**src/rtl/vga_timing_pkg.sv**
```systemverilog
// Default 640x480@60 timing constants and helpers shared by the VGA sync generator.
package vga_timing_pkg;

    localparam int COORD_W = 10;
    typedef logic [COORD_W-1:0] coord_t;

    localparam int DEF_CLK_DIV  = 2;
    localparam int DEF_H_ACTIVE = 640;
    localparam int DEF_H_FP     = 16;
    localparam int DEF_H_SYNC   = 96;
    localparam int DEF_H_BP     = 48;
    localparam int DEF_V_ACTIVE = 480;
    localparam int DEF_V_FP     = 10;
    localparam int DEF_V_SYNC   = 2;
    localparam int DEF_V_BP     = 33;

    function automatic int h_total(int active, int fp, int sync, int bp);
        return active + fp + sync + bp;
    endfunction

    function automatic int v_total(int active, int fp, int sync, int bp);
        return active + fp + sync + bp;
    endfunction

endpackage

```
**src/rtl/pix_tick_div.sv**
```systemverilog
// System-clock to pixel-rate divider; adv marks the edge on which the pixel counters step.
module pix_tick_div #(
    parameter int CLK_DIV = 2
) (
    input  logic clk,
    input  logic rst_n,
    input  logic en,
    output logic adv,
    output logic pix_tick
);

    localparam int DW = (CLK_DIV > 1) ? $clog2(CLK_DIV) : 1;
    localparam logic [DW-1:0] DIV_LAST = DW'(CLK_DIV - 1);

    logic [DW-1:0] div;

    // With CLK_DIV = 1 the divider sits at 0 == DIV_LAST, so adv follows en.
    assign adv = en && (div == DIV_LAST);

    always_ff @(posedge clk or negedge rst_n) begin
        if (!rst_n) begin
            div      <= '0;
            pix_tick <= 1'b0;
        end else begin
            pix_tick <= adv;
            if (en) div <= adv ? '0 : div + 1'b1;
        end
    end

endmodule

```
**src/rtl/vga_sync_gen.sv**
```systemverilog
// VGA timing generator: pixel/line counters with registered sync, blanking and pulse decode.
module vga_sync_gen
    import vga_timing_pkg::*;
#(
    parameter int   CLK_DIV  = DEF_CLK_DIV,
    parameter int   H_ACTIVE = DEF_H_ACTIVE,
    parameter int   H_FP     = DEF_H_FP,
    parameter int   H_SYNC   = DEF_H_SYNC,
    parameter int   H_BP     = DEF_H_BP,
    parameter int   V_ACTIVE = DEF_V_ACTIVE,
    parameter int   V_FP     = DEF_V_FP,
    parameter int   V_SYNC   = DEF_V_SYNC,
    parameter int   V_BP     = DEF_V_BP,
    parameter logic SYNC_ACT = 1'b0
) (
    input  logic       clk,
    input  logic       rst_n,
    input  logic       En,
    output logic       Pix_Tick,
    output logic       HSync,
    output logic       VSync,
    output logic       Video_On,
    output logic [9:0] X_PIX,
    output logic [9:0] Y_PIX,
    output logic       Line_End,
    output logic       Frame_Start
);

    localparam int H_TOTAL = h_total(H_ACTIVE, H_FP, H_SYNC, H_BP);
    localparam int V_TOTAL = v_total(V_ACTIVE, V_FP, V_SYNC, V_BP);

    localparam coord_t H_LAST = coord_t'(H_TOTAL - 1);
    localparam coord_t V_LAST = coord_t'(V_TOTAL - 1);
    localparam coord_t H_ACT  = coord_t'(H_ACTIVE);
    localparam coord_t V_ACT  = coord_t'(V_ACTIVE);
    localparam coord_t HS_BEG = coord_t'(H_ACTIVE + H_FP);
    localparam coord_t HS_END = coord_t'(H_ACTIVE + H_FP + H_SYNC);
    localparam coord_t VS_BEG = coord_t'(V_ACTIVE + V_FP);
    localparam coord_t VS_END = coord_t'(V_ACTIVE + V_FP + V_SYNC);

    logic   adv;
    logic   x_wrap;
    logic   y_wrap;
    coord_t x_nxt;
    coord_t y_nxt;

    pix_tick_div #(
        .CLK_DIV(CLK_DIV)
    ) u_div (
        .clk     (clk),
        .rst_n   (rst_n),
        .en      (En),
        .adv     (adv),
        .pix_tick(Pix_Tick)
    );

    always_comb begin
        x_wrap = (X_PIX == H_LAST);
        y_wrap = (Y_PIX == V_LAST);
        x_nxt  = X_PIX;
        y_nxt  = Y_PIX;
        if (adv) begin
            x_nxt = x_wrap ? '0 : X_PIX + 1'b1;
            if (x_wrap) y_nxt = y_wrap ? '0 : Y_PIX + 1'b1;
        end
    end

    // Level outputs decode the next counter value so they land on the same edge as the counters.
    always_ff @(posedge clk or negedge rst_n) begin
        if (!rst_n) begin
            X_PIX       <= '0;
            Y_PIX       <= '0;
            Video_On    <= 1'b0;
            HSync       <= ~SYNC_ACT;
            VSync       <= ~SYNC_ACT;
            Line_End    <= 1'b0;
            Frame_Start <= 1'b0;
        end else begin
            Line_End    <= adv && x_wrap;
            Frame_Start <= adv && x_wrap && y_wrap;
            if (adv) begin
                X_PIX    <= x_nxt;
                Y_PIX    <= y_nxt;
                Video_On <= (x_nxt < H_ACT) && (y_nxt < V_ACT);
                HSync    <= (x_nxt >= HS_BEG && x_nxt < HS_END) ? SYNC_ACT : ~SYNC_ACT;
                VSync    <= (y_nxt >= VS_BEG && y_nxt < VS_END) ? SYNC_ACT : ~SYNC_ACT;
            end
        end
    end

endmodule

```
**config.mk**
```make
export PLATFORM = sky130hd
export DESIGN_NAME = vga_sync_gen
export DESIGN_NICKNAME = d
export VERILOG_FILES = /design/src/rtl/vga_timing_pkg.sv /design/src/rtl/pix_tick_div.sv /design/src/rtl/vga_sync_gen.sv
export SDC_FILE = /design/constraint.sdc
export NUM_CORES = 1
export LEC_CHECK = 0
export CAP_MARGIN = 20
export CORE_MARGIN = 2
export CORE_UTILIZATION = 55
export DETAILED_ROUTE_END_ITERATION = 10
export PLACE_DENSITY = 0.82
export SETUP_SLACK_MARGIN = 0.15
export SYNTH_ARGS = -nofsm -noshare
export SYNTH_HDL_FRONTEND = slang
export SYNTH_HIERARCHICAL = 1
export SYNTH_SLANG_ARGS = --single-unit
```
**constraint.sdc**
```tcl
create_clock -name clk -period 4.7 [get_ports clk]
set_input_delay 1.175 -clock clk [delete_from_list [all_inputs] [get_ports clk]]
set_output_delay 1.175 -clock clk [all_outputs]
set_load 0.1 [all_outputs]
```
==> results of run 1 <==
## power by group through the flow
stage	registers, mW	logic, mW	clock network, mW
2_1_floorplan	0.524	0.156	0
3_3_place_gp	0.334	0.410	0
4_1_cts	0.332	0.421	0.103
5_1_grt	0.343	0.440	0.111
6_report	0.333	0.419	0.102
3_5_place_dp	0.336	0.419	0
## cell families (layout without fill, tap and decap cells)
logic type                 count (synthesis)  in the layout  share of synthesized area (%)
adders and majority gates                  3              3                           2.15
xor gates and xnor gates                  13             13                           6.52
muxes                                      3              3                           1.72
DFF                                       27             27                           38.9
and+or+nand+nor                           77             77                           27.7
AOI/OAI and AO/OA                         35             35                           14.1
buffers and inverters                     20             41                           8.89
## metrics by stage
| step | total power [mW] | instance area, um^2 | std cells |
|---|---|---|---|
| finish | 0.854 | 2000 | 243 |
| global route | 0.894 | 2000 | 243 |
| CTS | 0.857 | 2000 | 243 |
| detailed placement | 0.755 | 1970 | 239 |
| global placement | 0.744 | 1960 | 238 |
| floorplan | 0.679 | 1750 | 178 |
## worst min path at each step
stage               slack, ns        end  startpoint
finish                   0.48  u_div/div   u_div/div
global route             0.51  u_div/div   u_div/div
CTS                      0.48  u_div/div   u_div/div
detailed placement       0.46  u_div/div   u_div/div
global placement         0.45  u_div/div   u_div/div
floorplan                0.43  u_div/div   u_div/div
## state kept, by name, summed over array words and instances, names as in the netlist
name and flops:
Frame_Start 1, HSync 1, Line_End 1, VSync 1, Video_On 1, X_PIX 10, Y_PIX 10, u_div/div 1
u_div/pix_tick 1
## cell usage in the layout, fill, tap and decap left out, types with 3 or more instances in the layout
master / synthesis / routed
sky130_fd_sc_hd__nand4_1: 6 / 6
sky130_fd_sc_hd__mux2i_1: 3 / 3
sky130_fd_sc_hd__inv_1: 6 / 6
sky130_fd_sc_hd__xor2_1: 5 / 5
sky130_fd_sc_hd__o31ai_1: 4 / 4
sky130_fd_sc_hd__nor3_1: 5 / 5
sky130_fd_sc_hd__clkdlybuf4s50_1: 0 / 28
sky130_fd_sc_hd__o21ai_0: 8 / 8
sky130_fd_sc_hd__ha_1: 3 / 3
sky130_fd_sc_hd__nand2b_1: 4 / 4
sky130_fd_sc_hd__nor2_1: 12 / 12
sky130_fd_sc_hd__a21oi_1: 5 / 5
sky130_fd_sc_hd__nand2_1: 19 / 19
sky130_fd_sc_hd__clkbuf_4: 0 / 3
sky130_fd_sc_hd__nand3_1: 9 / 9
sky130_fd_sc_hd__and3_1: 3 / 3
sky130_fd_sc_hd__nand4b_1: 3 / 3
sky130_fd_sc_hd__dfrtp_1: 25 / 25
sky130_fd_sc_hd__xnor2_1: 8 / 8
## final cells by class
| class | instances | area share, % |
|---|---|---|
| clock buffers | 4 | 1.31 |
| repair buffers | 30 | 15.1 |
| flip-flops and latches | 27 | 33.9 |
| multi-input cells | 131 | 45.6 |
| well taps | 44 | 2.75 |
| inverters | 7 | 1.31 |
## layer usage
metal  routed length (um)  up-vias
li1                     -      686
met1                 1580      695
met2                 1780       72
met3                  299       10
met4                   60        0
met5                    0        -
==> summary by stage, run 1 <==
Timing
Between clock sinks in the finished design, the worst skew comes to between 0.01 and 0.015 ns. The upper clock frequency limit is ~0.30 GHz. Hold is met by 0.479 ns. The slew at the pin closest to its max-slew limit is between 0.9 and 1 ns. The smallest clock period supported by the final layout is computed as roughly 3.3 ns.

Setup repair after global routing left no endpoint under its margin. The minimum setup slack in the final design is 1.36 ns. The final critical path takes up just over 70% of the cycle. The number of slew-limit violations in the final report came to 0. Measured against its own limit, the worst slew margin works out to between 30% and 40%. Adding up every negative setup slack in the final design gives 0 ns. Setup violations remaining at the end of the flow were counted as 0. The number of hold violations in the final report was 0.

Worst setup path
For flop-to-flop paths, the worst setup slack is 2.33 ns. The launching element type of the critical path is a register. The slowest cell on the critical path is sky130_fd_sc_hd__clkdlybuf4s50_1. In this run the number of cells on the critical path is 1. The worst endpoint data arrival time is around 2.2 ns.

The category of the critical setup timing path is register to output pin. The origin of the critical flop-to-flop path is X_PIX[0]. In this run the worst path has a maximum fanout of 10. The length in cells of the worst reg-to-reg path is 6. In this run the critical register-to-register path is captured at Video_On. The capture point of the critical path is X_PIX[4]. In this design, the stage delay of the slowest critical-path cell is between 1 and 1.5 ns. The type of element capturing the critical path is an output pin. Traced cell by cell, the critical path runs through clkdlybuf4s50_1.

Among cell families on the critical path, the largest total delay comes from buffers and inverters. The launch point of the critical path is X_PIX[4]. Data on the critical path is required at its endpoint by between 3 and 4 ns. Counting both buffers and inverters, the worst setup path holds a total of 1.

Floorplan
The effective utilization at floorplan is between 50% and 60%. Measured along the x axis, the die boundary spans approximately 60 um. The floorplan step set the die height to 60.3 um. The number of ports placed on the die boundary is 29. The core region is between 3000 and 4000 um^2. The number of core rows is 20. The area enclosed by the die boundary is roughly 3600 um^2.

Finish
The final core area utilization is about two thirds. The relative area change from synthesis to final layout is 14.6%. The repair_antennas step left the layout with diodes totalling 0.

At the end of the flow, the number of nets in the layout was approximately 210. The register area is approximately 680 um^2. The number of filler instances in the final layout is around 240. Summing all multi-input logic gate instances after layout gives approximately 910 um^2. The fraction of layout cells with a size suffix above 1 is under 10%.

Clocking
Clock latency on the worst-skew pair, taken at its later pin, is 0.33 ns. Hold repair after CTS inserted 0 buffers. In this run, post-CTS repair resized a total of 0 instances. The number of clock sinks seen by CTS is 27. CTS built an H-tree with a depth of 1. In this run, CTS created clock tree buffers numbering 3.

TritonCTS built the clock tree. The clock slew seen by the registers of the worst setup and hold paths is ~0.15 ns. No sink is reached through more buffers than the 2 on the longest clock path. The number of setup buffers added after CTS is 0. The cell at the root of the clock tree is sky130_fd_sc_hd__clkbuf_4.

Logic synthesis
Synthesis produced around 180 cells. The net count after synthesis is 184. The mean instance size in the synthesized netlist is roughly 9.8 um^2.

The most used flip-flop cell after synthesis is sky130_fd_sc_hd__dfrtp_1. The share of synthesized registers carrying an async set or reset is 100%. The synthesized flop and latch total is 27. The Yosys step of the flow raised 6 warnings. Counting instances in the post-synthesis netlist gives the leading cell types as 25 x sky130_fd_sc_hd__dfrtp_1, 19 x sky130_fd_sc_hd__nand2_1, 12 x sky130_fd_sc_hd__nor2_1, 9 x sky130_fd_sc_hd__nand3_1. By area the synthesized netlist is led by sky130_fd_sc_hd__dfrtp_1 36%, sky130_fd_sc_hd__nand2_1 4.1%, sky130_fd_sc_hd__xnor2_1 4.0%.

The synthesized cell area is 1750 um^2. The post-synthesis sequential area ratio is around two fifths. Counting flops with a built-in enable in the synthesized netlist gives 0. The biggest area contributor in the post-synthesis netlist is sky130_fd_sc_hd__dfrtp_1. The area share of the largest cell type after synthesis is 35.8%.

The synthesized netlist contains slightly above 50 unique library cells. Yosys instantiated no cell more often than sky130_fd_sc_hd__dfrtp_1.

Power
The share of total power in combinational logic is between 40% and 50%. The ratio of total power to cell area is around 430 nW/um^2. Per report_power, the clock group accounts for a little under an eighth of the total. The portion of total power attributed to sequential cells is between 30 and 40%. The highest ir drop seen on vdd is approximately 370 uV. Of the total power, the share spent switching nets is between 50 and 60%. The switching power is between 0.4 and 0.5 mW.

For this design the static power due to leakage is 0.783 nW. The internal power of the cells is between 0.4 and 0.5 mW.

Route
In the final routed layout, each cell accounts on average for 15.3 um. The total routed wirelength is ~3700 um. The detail route stage leaves a number of antenna-violating nets equal to 0. In the routed layout, each cell is associated on average with a via count of 6.02. The detailed router finished its first iteration with 87 violations. Detailed routing inserted a total of 1463 vias. The total DRC errors in the routed layout is 0. The first detailed-routing pass took 4 iterations.

Place
The total of buffers placed on input and output ports is 28. The routability congestion estimate from global placement is about 0.9. The detailed placement HPWL is between 2000 and 3000 um. The worst setup slack after placement is 1.03 ns.

Flow run
Max-cap violations in this run came to 0.

GRT
The number of global-route vias before repair was approximately 1400. The met1 global-route usage is a little under a third. The combined global-route utilization of all metal layers is a little under a quarter. In this run the most used layer during global routing was met2. The total congestion overflow after global routing is 0. The number of antenna violations at the first check in global routing is 0. The global routing usage on met3 is ~2.8%. Global routing used between 30% and 40% of the available met2 tracks. The first-pass GRT wire length is between 6000 and 7000 um. Entering global routing, the biggest net connects 15 pins.

Min path
The worst hold path cell count is 1. The worst min-delay path class is register to register.

Run status
The flow ran to the end, and the final reports show no timing, DRC or antenna violations.
No activity file was read; power rests on OpenSTA's default activity.
==> inputs of run 2 (changes only) <==
--- a/config.mk
+++ b/config.mk
@@ -7,9 +7,9 @@
 export LEC_CHECK = 0
 export CAP_MARGIN = 20
 export CORE_MARGIN = 2
-export CORE_UTILIZATION = 55
+export CORE_UTILIZATION = 48
 export DETAILED_ROUTE_END_ITERATION = 10
-export PLACE_DENSITY = 0.82
+export PLACE_DENSITY = 0.76
 export SETUP_SLACK_MARGIN = 0.15
 export SYNTH_ARGS = -nofsm -noshare
 export SYNTH_HDL_FRONTEND = slang
==> constraint.sdc (replaced) <==
create_clock -name clk -period 2.9 [get_ports clk]
set_input_delay 0.725 -clock clk [delete_from_list [all_inputs] [get_ports clk]]
set_output_delay 0.725 -clock clk [all_outputs]
set_load 0.1 [all_outputs]
==> run 2 against run 1 <==
Net effect: flip-flop and latch count did not move; clock-buffer cell count unchanged; worst setup slack worse by 1.0 ns; largest power group unchanged.
==> summary by stage, run 2 (synthesis gave the netlist of run 1 again) <==
Clocking
The number of setup buffers added after CTS is 0 (unchanged). The post-cts hold buffer count came to 0 (unchanged). The number of buffers inserted during clock tree synthesis is 3 (unchanged). The CTS tree is done. The number of clock sinks seen by CTS was 27 (unchanged). The cell at the root of the clock tree is sky130_fd_sc_hd__clkbuf_4. The count of instances resized after the clock tree is built is 0 (unchanged).

The worst-skew pair later-pin latency is 0.34 ns (about the same). The clock slew seen by the registers of the worst setup and hold paths is 0.15 ns (about the same). The total number of H-tree levels is 1 (unchanged). The maximum buffer depth of the clock tree came to 2 (unchanged).

Power
The final total power is 1.40 mW (+64%). The leakage power figure came to 0.853 nW (+8.8%). The highest ir drop seen on vdd was 595 uV (+59%). The ratio of total power to cell area is 705 nW/um^2 (+65%).

Finish
In the final layout, the registers with the most flip-flops are X_PIX x10, Y_PIX x10. The number of nets at the end of the flow was 213 (+3.4%). The number of diodes is 0 (unchanged). In the layout the commonest cells are 35 x sky130_fd_sc_hd__buf_4, 25 x sky130_fd_sc_hd__dfrtp_1, 19 x sky130_fd_sc_hd__nand2_1. The fraction of layout cells with a size suffix above 1 came to 24.3% (+16 points).

The relative area change from synthesis to final layout is 13.6%. The most frequent standard cell in the layout excluding fill and tap cells is sky130_fd_sc_hd__buf_4. The number of standard cells in the final layout excluding fillers is 252 (+3.7%).

Timing
The tightest slew margin relative to the limit came to 61.0% (+26 points). The sum of negative setup slack came to 0 ns (unchanged). The slew at the pin closest to its max-slew limit is 0.583 ns (-0.390 ns).

The routed design could run at a clock period as short as roughly 2.5 ns. The final period utilization is between 80% and 90%. The number of slew-limit violations in the final report was 0 (unchanged). The number of hold violations in the final report came to 0 (unchanged). The worst setup skew after layout is 0.00361 ns (-0.0105 ns).

Setup repair after global routing left no endpoint under its margin. The worst hold margin is 0.468 ns (-0.0106 ns). The total of endpoints with negative setup slack in the final report came to 0 (unchanged). Based on the critical path, the design can be clocked at up to 0.394 GHz.

Route
The post-route antenna net violation count came to 0 (unchanged). The top metal layer carrying routed signals is met4. The routed metal-1 wirelength is 1880 um (+18%). The first-pass detailed-route iteration total came to 4 (unchanged). The via count of the routed design is 1466 (+0.21%).

The length of routed met3 wiring is 274 um (-8.4%). The via density per instance is 5.82 (-3.4%). The met2 wire length is 1900 um (+6.6%). The total routed wirelength is 4100 um (+10%). The average wire length per cell after detail routing is 16.3 um (+6.1%). The iteration-0 DRC count of the detailed router is 100 (+15%). The total DRC errors in the routed layout came to 0 (unchanged).

Worst setup path
The category of the critical setup timing path is input pin to register. The launching element type of the critical path is an input pin. The worst endpoint data arrival time is 2.78 ns (+0.62 ns). The slowest cell on the critical path is sky130_fd_sc_hd__clkdlybuf4s50_1.

The endpoint of the worst-slack reg-to-reg timing path is Video_On. The length in cells of the worst reg-to-reg path is 6 (unchanged). The worst-path maximum fanout was 9 (-1). The data required time of the critical path was 3.14 ns (-0.38 ns). Among cell families on the critical path, the largest total delay comes from simple AND/OR/NAND/NOR gates.

STA classifies the critical path endpoint as a register. The origin of the critical flop-to-flop path is X_PIX[0]. Tracing the worst setup path back leads to its startpoint at En. The signal on the critical path passes through clkdlybuf4s50_1, and2_2, nand4_4, nor4_4, mux2i_1, o31ai_1, o41ai_1. The worst-case register-to-register setup slack is 0.66 ns (-1.67 ns). The delay contributed by the slowest stage of the critical path came to 0.49 ns (-0.73 ns).

The number of buffer and inverter stages on the critical path is 1 (unchanged).

Floorplan
The die extent in y was 64.3 um (+6.6%). The horizontal extent of the die is 64.3 um (+6.6%). The area enclosed by the die boundary is 4130 um^2 (+14%). The core box area is 3420 um^2 (+13%). The number of ports placed on the die boundary is 29 (unchanged). The number of core rows is 21 (+5.0%).

The effective utilization at floorplan is 51.1% (-6.5 points).

GRT
The number of antenna violations at the first check in global routing is 0 (unchanged). The maximum number of pins on one net before global-route repair is 17 (+2). The number of global-route vias before repair is 1395 (+2.0%). The first-pass GRT wire length came to 6900 um (+11%). The combined global-route utilization of all metal layers is 21.2% (-1.3 points). The total congestion overflow after global routing came to 0 (unchanged).

Run status
The run finished with clean final reports.

Place
The routability congestion estimate from global placement is 0.867 (-2.6%). The cell total after placement came to 248 (+3.8%). The detailed placement HPWL was 3000 um (+11%). The total of buffers placed on input and output ports is 28 (unchanged).

Min path
The hold-critical path endpoint is u_div/div. In this run the worst hold path is classified as register to register. The worst hold path cell count is 1 (unchanged). The startpoint of the most critical hold path is u_div/div.

Flow run
The max-capacitance violation count came to 0 (unchanged).
-- run 2: changes by cell type in the layout (fill, tap and decap cells not counted) --
cell	before	now
sky130_fd_sc_hd__clkdlybuf4s50_1	28	2
sky130_fd_sc_hd__buf_8	1	0
sky130_fd_sc_hd__buf_4	1	35
-- run 2: through the flow --
stage / worst slack [ns] / cell area, um^2 / utilization (%)
after detailed placement: -0.0495 / 1960 / 57.3
after CTS: 0.311 / 1980 / 58.1
final: 0.360 / 1980 / 58.1
after global placement: 0.0815 / 1960 / 57.3
after floorplan: 0.238 / 1750 / -
after global routing: 0.183 / 1980 / 58.1
-- run 2: how the worst max path moves through the flow --
stage                    end  slack, ns  cells after the start
finish              Video_On       0.36                      7
global route        Video_On       0.18                      7
CTS                 Video_On       0.31                      7
detailed placement  Video_On      -0.05                      7
global placement       HSync       0.08                      8
floorplan           Video_On       0.24                      6
-- run 2: routing by layer --
layer	vias up	GRT usage, %
li1	703	-
met1	697	29.7
met2	61	34.1
met3	5	2.99
met4	0	6.38
met5	-	0
-- run 2: where the power goes --
group	internal (mW)	switching [mW]
Sequential	0.434	0.112
Combinational	0.167	0.509
Clock	0.0542	0.122
Total	0.655	0.743
-- run 2: worst register-to-register path, cell delays in order (launching register included) --
cell and delay [ns]:
sky130_fd_sc_hd__dfrtp_1 0.47, sky130_fd_sc_hd__ha_1 0.29, sky130_fd_sc_hd__nand4_4 0.22, sky130_fd_sc_hd__nor4_4 0.38
sky130_fd_sc_hd__mux2i_1 0.28, sky130_fd_sc_hd__o31ai_1 0.11, sky130_fd_sc_hd__o41ai_1 0.38
-- run 2: final cells by class --
class,instances,area [um^2]
fill,309,1430
multi-input combinational,131,912
sequential,27,678
timing repair buffer,37,283
tap,46,57.6
clock buffer,4,26.3
inverter,7,26.3
